File: src/rtl/dip_pkg.sv
`default_nettype none
// ---------------------------------------------------------------------------
// dip_pkg : shared pixel constants and window type for the binary pipeline
// Revision: 1.0
// ---------------------------------------------------------------------------
package dip_pkg;

  localparam logic BG_PIX    = 1'b1;
  localparam logic FG_PIX    = 1'b0;
  localparam int   IMG_W_DEF = 640;
  localparam int   IMG_H_DEF = 480;

  // Each row holds three columns: bit [2] is the oldest, bit [0] the newest.
  typedef struct packed {
    logic [2:0] top;
    logic [2:0] mid;
    logic [2:0] bot;
  } win3_t;

endpackage
`default_nettype wire

File: src/rtl/line_buf_1b.sv
`default_nettype none
// ---------------------------------------------------------------------------
// line_buf_1b : 1-bit simple dual-port RAM, synchronous read-before-write
// Revision: 1.0
// ---------------------------------------------------------------------------
module line_buf_1b #(
  parameter int DEPTH = 640,
  parameter int AW    = $clog2(DEPTH)
) (
  input  logic          clk,
  input  logic          rd_en,
  input  logic [AW-1:0] rd_addr,
  output logic          rd_data,
  input  logic          wr_en,
  input  logic [AW-1:0] wr_addr,
  input  logic          wr_data
);

  logic mem [DEPTH];
  logic rd_data_q;

  // Contents are deliberately left unreset; the window logic pads the first rows.
  always_ff @(posedge clk) begin
    if (rd_en) begin
      rd_data_q <= mem[rd_addr];
    end
    if (wr_en) begin
      mem[wr_addr] <= wr_data;
    end
  end

  assign rd_data = rd_data_q;

endmodule
`default_nettype wire

File: src/rtl/bin_win3x3_gen.sv
`default_nettype none
// ---------------------------------------------------------------------------
// bin_win3x3_gen : 3x3 binary window generator with background edge padding
// Revision: 1.0
// ---------------------------------------------------------------------------
module bin_win3x3_gen
  import dip_pkg::*;
#(
  parameter int IMG_W = IMG_W_DEF,
  parameter int IMG_H = IMG_H_DEF,
  parameter int CW    = 10,
  parameter int RW    = 9
) (
  input  logic clk,
  input  logic rst,
  input  logic frame_start,
  input  logic din_vld,
  input  logic din,
  output logic data_en,
  output logic p11,
  output logic p12,
  output logic p13,
  output logic p21,
  output logic p22,
  output logic p23,
  output logic p31,
  output logic p32,
  output logic p33,
  output logic frame_done
);

  localparam int LB_AW = $clog2(IMG_W);

  logic [CW-1:0] col_cnt_q, col_cnt_d, cur_col;
  logic [RW-1:0] row_cnt_q, row_cnt_d, cur_row;
  logic          s1_vld_q, s1_vld_d;
  logic          s1_pix_q, s1_pix_d;
  logic [CW-1:0] s1_col_q, s1_col_d;
  logic [RW-1:0] s1_row_q, s1_row_d;
  win3_t         win_q, win_d;
  logic          data_en_q, data_en_d;
  logic          frame_done_q, frame_done_d;
  logic          lb0_rd, lb1_rd;

  // A coincident frame_start makes this very pixel the frame origin.
  always_comb begin
    cur_col = frame_start ? '0 : col_cnt_q;
    cur_row = frame_start ? '0 : row_cnt_q;
  end

  always_comb begin
    col_cnt_d = cur_col;
    row_cnt_d = cur_row;
    if (din_vld) begin
      if (cur_col == CW'(IMG_W - 1)) begin
        col_cnt_d = '0;
        row_cnt_d = (cur_row == RW'(IMG_H - 1)) ? '0 : cur_row + 1'b1;
      end else begin
        col_cnt_d = cur_col + 1'b1;
      end
    end
  end

  always_comb begin
    s1_vld_d = din_vld;
    s1_pix_d = din_vld ? din     : s1_pix_q;
    s1_col_d = din_vld ? cur_col : s1_col_q;
    s1_row_d = din_vld ? cur_row : s1_row_q;
  end

  line_buf_1b #(.DEPTH(IMG_W)) u_lb0 (
    .clk     (clk),
    .rd_en   (din_vld),
    .rd_addr (cur_col[LB_AW-1:0]),
    .rd_data (lb0_rd),
    .wr_en   (s1_vld_q),
    .wr_addr (s1_col_q[LB_AW-1:0]),
    .wr_data (s1_pix_q)
  );

  line_buf_1b #(.DEPTH(IMG_W)) u_lb1 (
    .clk     (clk),
    .rd_en   (din_vld),
    .rd_addr (cur_col[LB_AW-1:0]),
    .rd_data (lb1_rd),
    .wr_en   (s1_vld_q),
    .wr_addr (s1_col_q[LB_AW-1:0]),
    .wr_data (lb0_rd)
  );

  // Left columns at col 0/1 and upper rows at row 0/1 would otherwise carry
  // the previous line's tail or the previous frame, so they become background.
  always_comb begin
    win_d = win_q;
    if (s1_vld_q) begin
      win_d.top = {win_q.top[1:0], lb1_rd};
      win_d.mid = {win_q.mid[1:0], lb0_rd};
      win_d.bot = {win_q.bot[1:0], s1_pix_q};
      if (s1_row_q < RW'(2)) begin
        win_d.top[0] = BG_PIX;
      end
      if (s1_row_q == '0) begin
        win_d.mid[0] = BG_PIX;
      end
      if (s1_col_q == '0) begin
        win_d.top[2:1] = {2{BG_PIX}};
        win_d.mid[2:1] = {2{BG_PIX}};
        win_d.bot[2:1] = {2{BG_PIX}};
      end else if (s1_col_q == CW'(1)) begin
        win_d.top[2] = BG_PIX;
        win_d.mid[2] = BG_PIX;
        win_d.bot[2] = BG_PIX;
      end
    end
  end

  always_comb begin
    data_en_d    = s1_vld_q;
    frame_done_d = s1_vld_q && (s1_col_q == CW'(IMG_W - 1))
                            && (s1_row_q == RW'(IMG_H - 1));
  end

  always_ff @(posedge clk or posedge rst) begin
    if (rst) begin
      col_cnt_q    <= '0;
      row_cnt_q    <= '0;
      s1_vld_q     <= 1'b0;
      s1_pix_q     <= BG_PIX;
      s1_col_q     <= '0;
      s1_row_q     <= '0;
      win_q        <= {9{BG_PIX}};
      data_en_q    <= 1'b0;
      frame_done_q <= 1'b0;
    end else begin
      col_cnt_q    <= col_cnt_d;
      row_cnt_q    <= row_cnt_d;
      s1_vld_q     <= s1_vld_d;
      s1_pix_q     <= s1_pix_d;
      s1_col_q     <= s1_col_d;
      s1_row_q     <= s1_row_d;
      win_q        <= win_d;
      data_en_q    <= data_en_d;
      frame_done_q <= frame_done_d;
    end
  end

  assign data_en    = data_en_q;
  assign frame_done = frame_done_q;
  assign {p11, p12, p13} = win_q.top;
  assign {p21, p22, p23} = win_q.mid;
  assign {p31, p32, p33} = win_q.bot;

endmodule
`default_nettype wire
File: config.mk
export PLATFORM = sky130hd
export DESIGN_NAME = bin_win3x3_gen
export DESIGN_NICKNAME = d
export VERILOG_FILES = /design/src/rtl/dip_pkg.sv /design/src/rtl/line_buf_1b.sv /design/src/rtl/bin_win3x3_gen.sv
export SDC_FILE = /design/constraint.sdc
export NUM_CORES = 2
export LEC_CHECK = 0
export CAP_MARGIN = 20
export CORE_MARGIN = 2
export CORE_UTILIZATION = 55
export DETAILED_ROUTE_END_ITERATION = 10
export GPL_TIMING_DRIVEN = 0
export MAX_ROUTING_LAYER = met4
export PLACE_DENSITY = 0.71
export SYNTH_ARGS = -nofsm -noshare
export SYNTH_HDL_FRONTEND = slang
export SYNTH_SLANG_ARGS = --single-unit
File: constraint.sdc
create_clock -name clk -period 23.6 [get_ports clk]
set_input_delay 4.72 -clock clk [delete_from_list [all_inputs] [get_ports clk]]
set_output_delay 4.72 -clock clk [all_outputs]
set_load 0.02 [all_outputs]
==> results.txt <==
----------------------------------------------------
[Run status]
  Status ... complete, no violations

[Clocking]
  Cells resized by post-CTS repair ... 0
  Number of hold-repair buffers added at the cts stage ... 0
  Number of post-CTS setup repair buffers ... 0
  Clock-pin slew of the registers on the worst-case setup and hold paths ... 60 ps
  # clock sinks ... 1333
  Root buffer selected by CTS ... sky130_fd_sc_hd__clkbuf_16
  Insertion delay to the later sink of the worst-skew pair ... 770 ps
  Cts bufs inserted ... 138
  Maximum clock insertion buffer count ... 3
  CTS tree ... yes
  CTS H-tree depth ... 4

[Worst setup path]
  Crit Path Category ... in -> reg
  Signal arrival time at the worst endpoint ... 10440 ps
  Ordered cell list for the critical path ... clkdlybuf4s50_1 > clkbuf_1 > clkbuf_1 > nand2b_1 > buf_2 > buf_2 > o221ai_1 > nand3_1 > nand4_1 > and4b_1 > o21ai_1
  Worst reg2reg path depth ... 9
  Launching instance or port of the critical path ... frame_start
  Nature of the critical path endpoint ... register
  Slack of the worst reg-to-reg path ... 18230 ps
  Required time at the worst-slack endpoint ... 24110 ps
  CP max stage cell ... sky130_fd_sc_hd__clkbuf_1
  Crit-path max cell delay ... 1010 ps
  Launching point of the worst reg2reg path ... col_cnt_q[0]$_DFF_PP0_
  Capture point of the worst reg-to-reg path ... u_lb1.rd_data$_DFFE_PP_
  Crit Path Max Fanout ... 10
  Startpoint Class ... input port

[Synth]
  Post-synth cell types ... 87
  Fraction of the yosys area taken by sequential cells ... 0.7131
  Synthesized area divided by synthesized cell count ... 14.36 um^2
  Area share of and/or/nand/nor cells after synthesis ... 0.09401
  Multiplexer share of the synthesized area ... 0.09260
  Syn_nets ... 3892
  Ranking of synthesized cells by area ... sky130_fd_sc_hd__edfxtp_1, sky130_fd_sc_hd__mux2i_1, sky130_fd_sc_hd__nor2_1
  Register bit count reported by yosys ... 1333
  Leading area contributor after synthesis ... sky130_fd_sc_hd__edfxtp_1
  Adder-cell share of the synthesized area ... 0.0004485
  Area fraction in compound gates after synthesis ... 0.07064
  Number of flops mapped to enable cells by yosys ... 1282
  Total number of yosys warnings ... 0
  Number of cells produced by synthesis ... 3885
  Post-Syn Area ... 0.05579 mm^2
  FFs w/ async S/R, synth ... 0.03826
  Post-synthesis xor/xnor area fraction ... 0.001256
  Combinational family with the most area after synthesis ... simple AND/OR/NAND/NOR gates
  Top FF cell, synth ... sky130_fd_sc_hd__edfxtp_1
  Portion of synthesized cell area occupied by the leading cell type ... 0.6900

[Global routing]
  First-pass GRT wire length ... 288.1 mm
  Via count of the first global-routing pass ... 36.80k
  Overall Global Routing Usage ... 0.4274
  Sum of overflow across all layers after global routing ... 0
  Number of antenna violations at the first check in global routing ... 19
  Pin count of the biggest net entering global routing ... 110

[Final layout]
  Share of final-layout standard cells stronger than drive strength 1 ... 0.1304
  Fillers ... 7387
  Post-route core utilization ... 0.6330
  Synth-to-layout area growth ... 13.79%
  Most used cells in the layout excluding fill and tap cells ... sky130_fd_sc_hd__edfxtp_1, sky130_fd_sc_hd__nor2_1, sky130_fd_sc_hd__mux2i_1
  Commonest non-fill, non-tap cell in the layout ... sky130_fd_sc_hd__edfxtp_1
  Combined flip-flop and latch cell area ... 0.03979 mm^2
  Non-filler cells, final ... 5583
  Total area of multi-input combinational cells ... 0.01445 mm^2
  Net count of the finished layout ... 4108

[Floorplan]
  Starting utilization of the core area ... 0.5563
  Area of the die ... 0.1040 mm^2
  Die outline width ... 322.5 um
  Core ar. ... 0.1003 mm^2
  Die height ... 322.5 um
  Number of primary I/O pins ... 16
  Row Count ... 116

[Drt]
  Number of DRC markers after the initial detailed-route iteration ... 8506
  Total vias in the final route ... 39.48k
  DRT antenna net count ... 0
  Routed WL per cell ... 38.81 um
  Drt total wl ... 216.7 mm
  Vias per Instance ... 7.072
  DRC violation count after routing ... 0
  1st-pass router iterations ... 10

[Placed design]
  HPWL after detailed placement ... 143.5 mm
  Global placement routability congestion ... 1.070
  Cells after DPL ... 5312
  # port buffers ... 15

[Min path]
  Min-Delay Path Depth ... 0
  Type of the worst min-delay path ... reg -> reg
  Min-delay src ... data_en_d$_DFF_PP0_
  Terminating pin of the worst hold path ... data_en$_DFF_PP0_

[STA]
  Final cycle utilization of the critical path ... 0.4208
  Worst-margin pin slew ... 1375 ps
  Layout Skew ... 32.95 ps
  WHS ... 466.6 ps
  Final setup violation count ... 0
  Final total negative setup slack ... 0 ps
  Number of pins exceeding their max-slew limit in the final report ... 0
  Final hold violations ... 0
  Unrepaired setup endpoints after global routing ... no
  Worst relative slew slack ... 0.08300
  Highest attainable clock frequency ... 0.1007 GHz
  Post-layout min period ... 9932 ps

[Pwr]
  Share of power burned in registers ... 0.504
  Cell-internal power ... 4.019 mW
  Worst IR drop on VDD ... 54.96 uV
  Combinational fraction of design power ... 0.076
  Switching power ... 1.213 mW
  Power consumption ... 5.232 mW
  Power density normalized to cell area ... 82.41 mW/mm^2
  Leakage power of the design ... 20.97 nW
  Switching portion of total power ... 0.2318
  Portion of total power attributed to the clock network ... 0.419

[Run]
  Count of max-cap constraint violations ... 0

----------------------------------------------------
power groups by stage:
stage	Combinational (mW)	Clock [mW]	Sequential [mW]
final	0.400	2.19	2.64
after global routing	0.394	2.26	2.64
after CTS	0.376	2.17	2.64
after detailed placement	0.375	0	2.69
after global placement	0.277	0	2.81
after floorplan	0.145	0	2.75
cell families after synthesis:
kind of cell,Yosys count
AND/OR/NAND/NOR,1213
XOR/XNOR,8
adder cells (fa/ha/maj),2
AO/OA/AOI/OAI,577
flip-flops,1333
buffers and inverters,302
multiplexers,450
synthesized netlist by cell type, types with 24 or more instances:
cell type,instances
sky130_fd_sc_hd__o21ai_0,92
sky130_fd_sc_hd__a21oi_1,82
sky130_fd_sc_hd__nand3_1,43
sky130_fd_sc_hd__o221ai_1,37
sky130_fd_sc_hd__a31oi_1,24
sky130_fd_sc_hd__clkbuf_1,152
sky130_fd_sc_hd__or2_2,34
sky130_fd_sc_hd__dfrtp_1,41
sky130_fd_sc_hd__edfxtp_1,1282
sky130_fd_sc_hd__buf_2,56
sky130_fd_sc_hd__mux2_2,39
sky130_fd_sc_hd__mux4_2,49
sky130_fd_sc_hd__nor2_1,747
sky130_fd_sc_hd__nand2_1,200
sky130_fd_sc_hd__o22ai_1,121
sky130_fd_sc_hd__mux2i_1,362
sky130_fd_sc_hd__a211oi_1,50
sky130_fd_sc_hd__a221oi_1,43
sky130_fd_sc_hd__nor3_1,25
sky130_fd_sc_hd__buf_4,38
sky130_fd_sc_hd__and2_1,31
worst max-delay path by stage:
| stage | to | slack [ps] | depth (start not counted) |
|---|---|---|---|
| after detailed placement | u_lb1.rd_data$_DFFE_PP_ | 13450 | 11 |
| after global routing | u_lb1.rd_data$_DFFE_PP_ | 14130 | 11 |
| final | u_lb1.rd_data$_DFFE_PP_ | 13670 | 11 |
| after CTS | u_lb1.rd_data$_DFFE_PP_ | 14240 | 11 |
| after floorplan | u_lb1.mem[0]$_DFFE_PP_ | 14220 | 0 |
| after global placement | u_lb1.mem[84]$_DFFE_PP_ | 6390 | 0 |
registers in the layout (all words and copies together) (netlist names), 9 cells and up:
register and flops:
u_lb0.mem 640, u_lb1.mem 640, col_cnt_q 10, s1_col_q 10, row_cnt_q 9, s1_row_q 9
area by class of cell:
| cell class | count | share of cell area |
|---|---|---|
| buffer | 289 | 0.02408 |
| inverter | 13 | 0.0007686 |
| multi-input combinational | 2250 | 0.2276 |
| antenna | 24 | 0.0009460 |
| sequential | 1333 | 0.6267 |
| clock buffer | 176 | 0.05964 |
| timing repair buffer | 76 | 0.02308 |
| tap | 1357 | 0.02674 |
| clock inverter | 65 | 0.01045 |
metal layers:
metal,global-route usage,wire length [um],share of wire
met5,-,0,0
met4,0.2822,17530,0.081
met3,0.1793,38100,0.18
met2,0.5817,89220,0.41
met1,0.5201,71810,0.33
critical path: cells and delay by family:
kind            cells  cell delay, ps
buf+inv             5            3670
simple gates        4            1330
compound gates      2             660
through the flow:
step | cell area, um^2 | worst slack, ps
after floorplan | 55790 | 14220
after global placement | 57640 | 6394
after detailed placement | 58850 | 13450
after CTS | 63300 | 14240
after global routing | 63470 | 14130
final | 63490 | 13670
(Power assumes the default switching activity.)
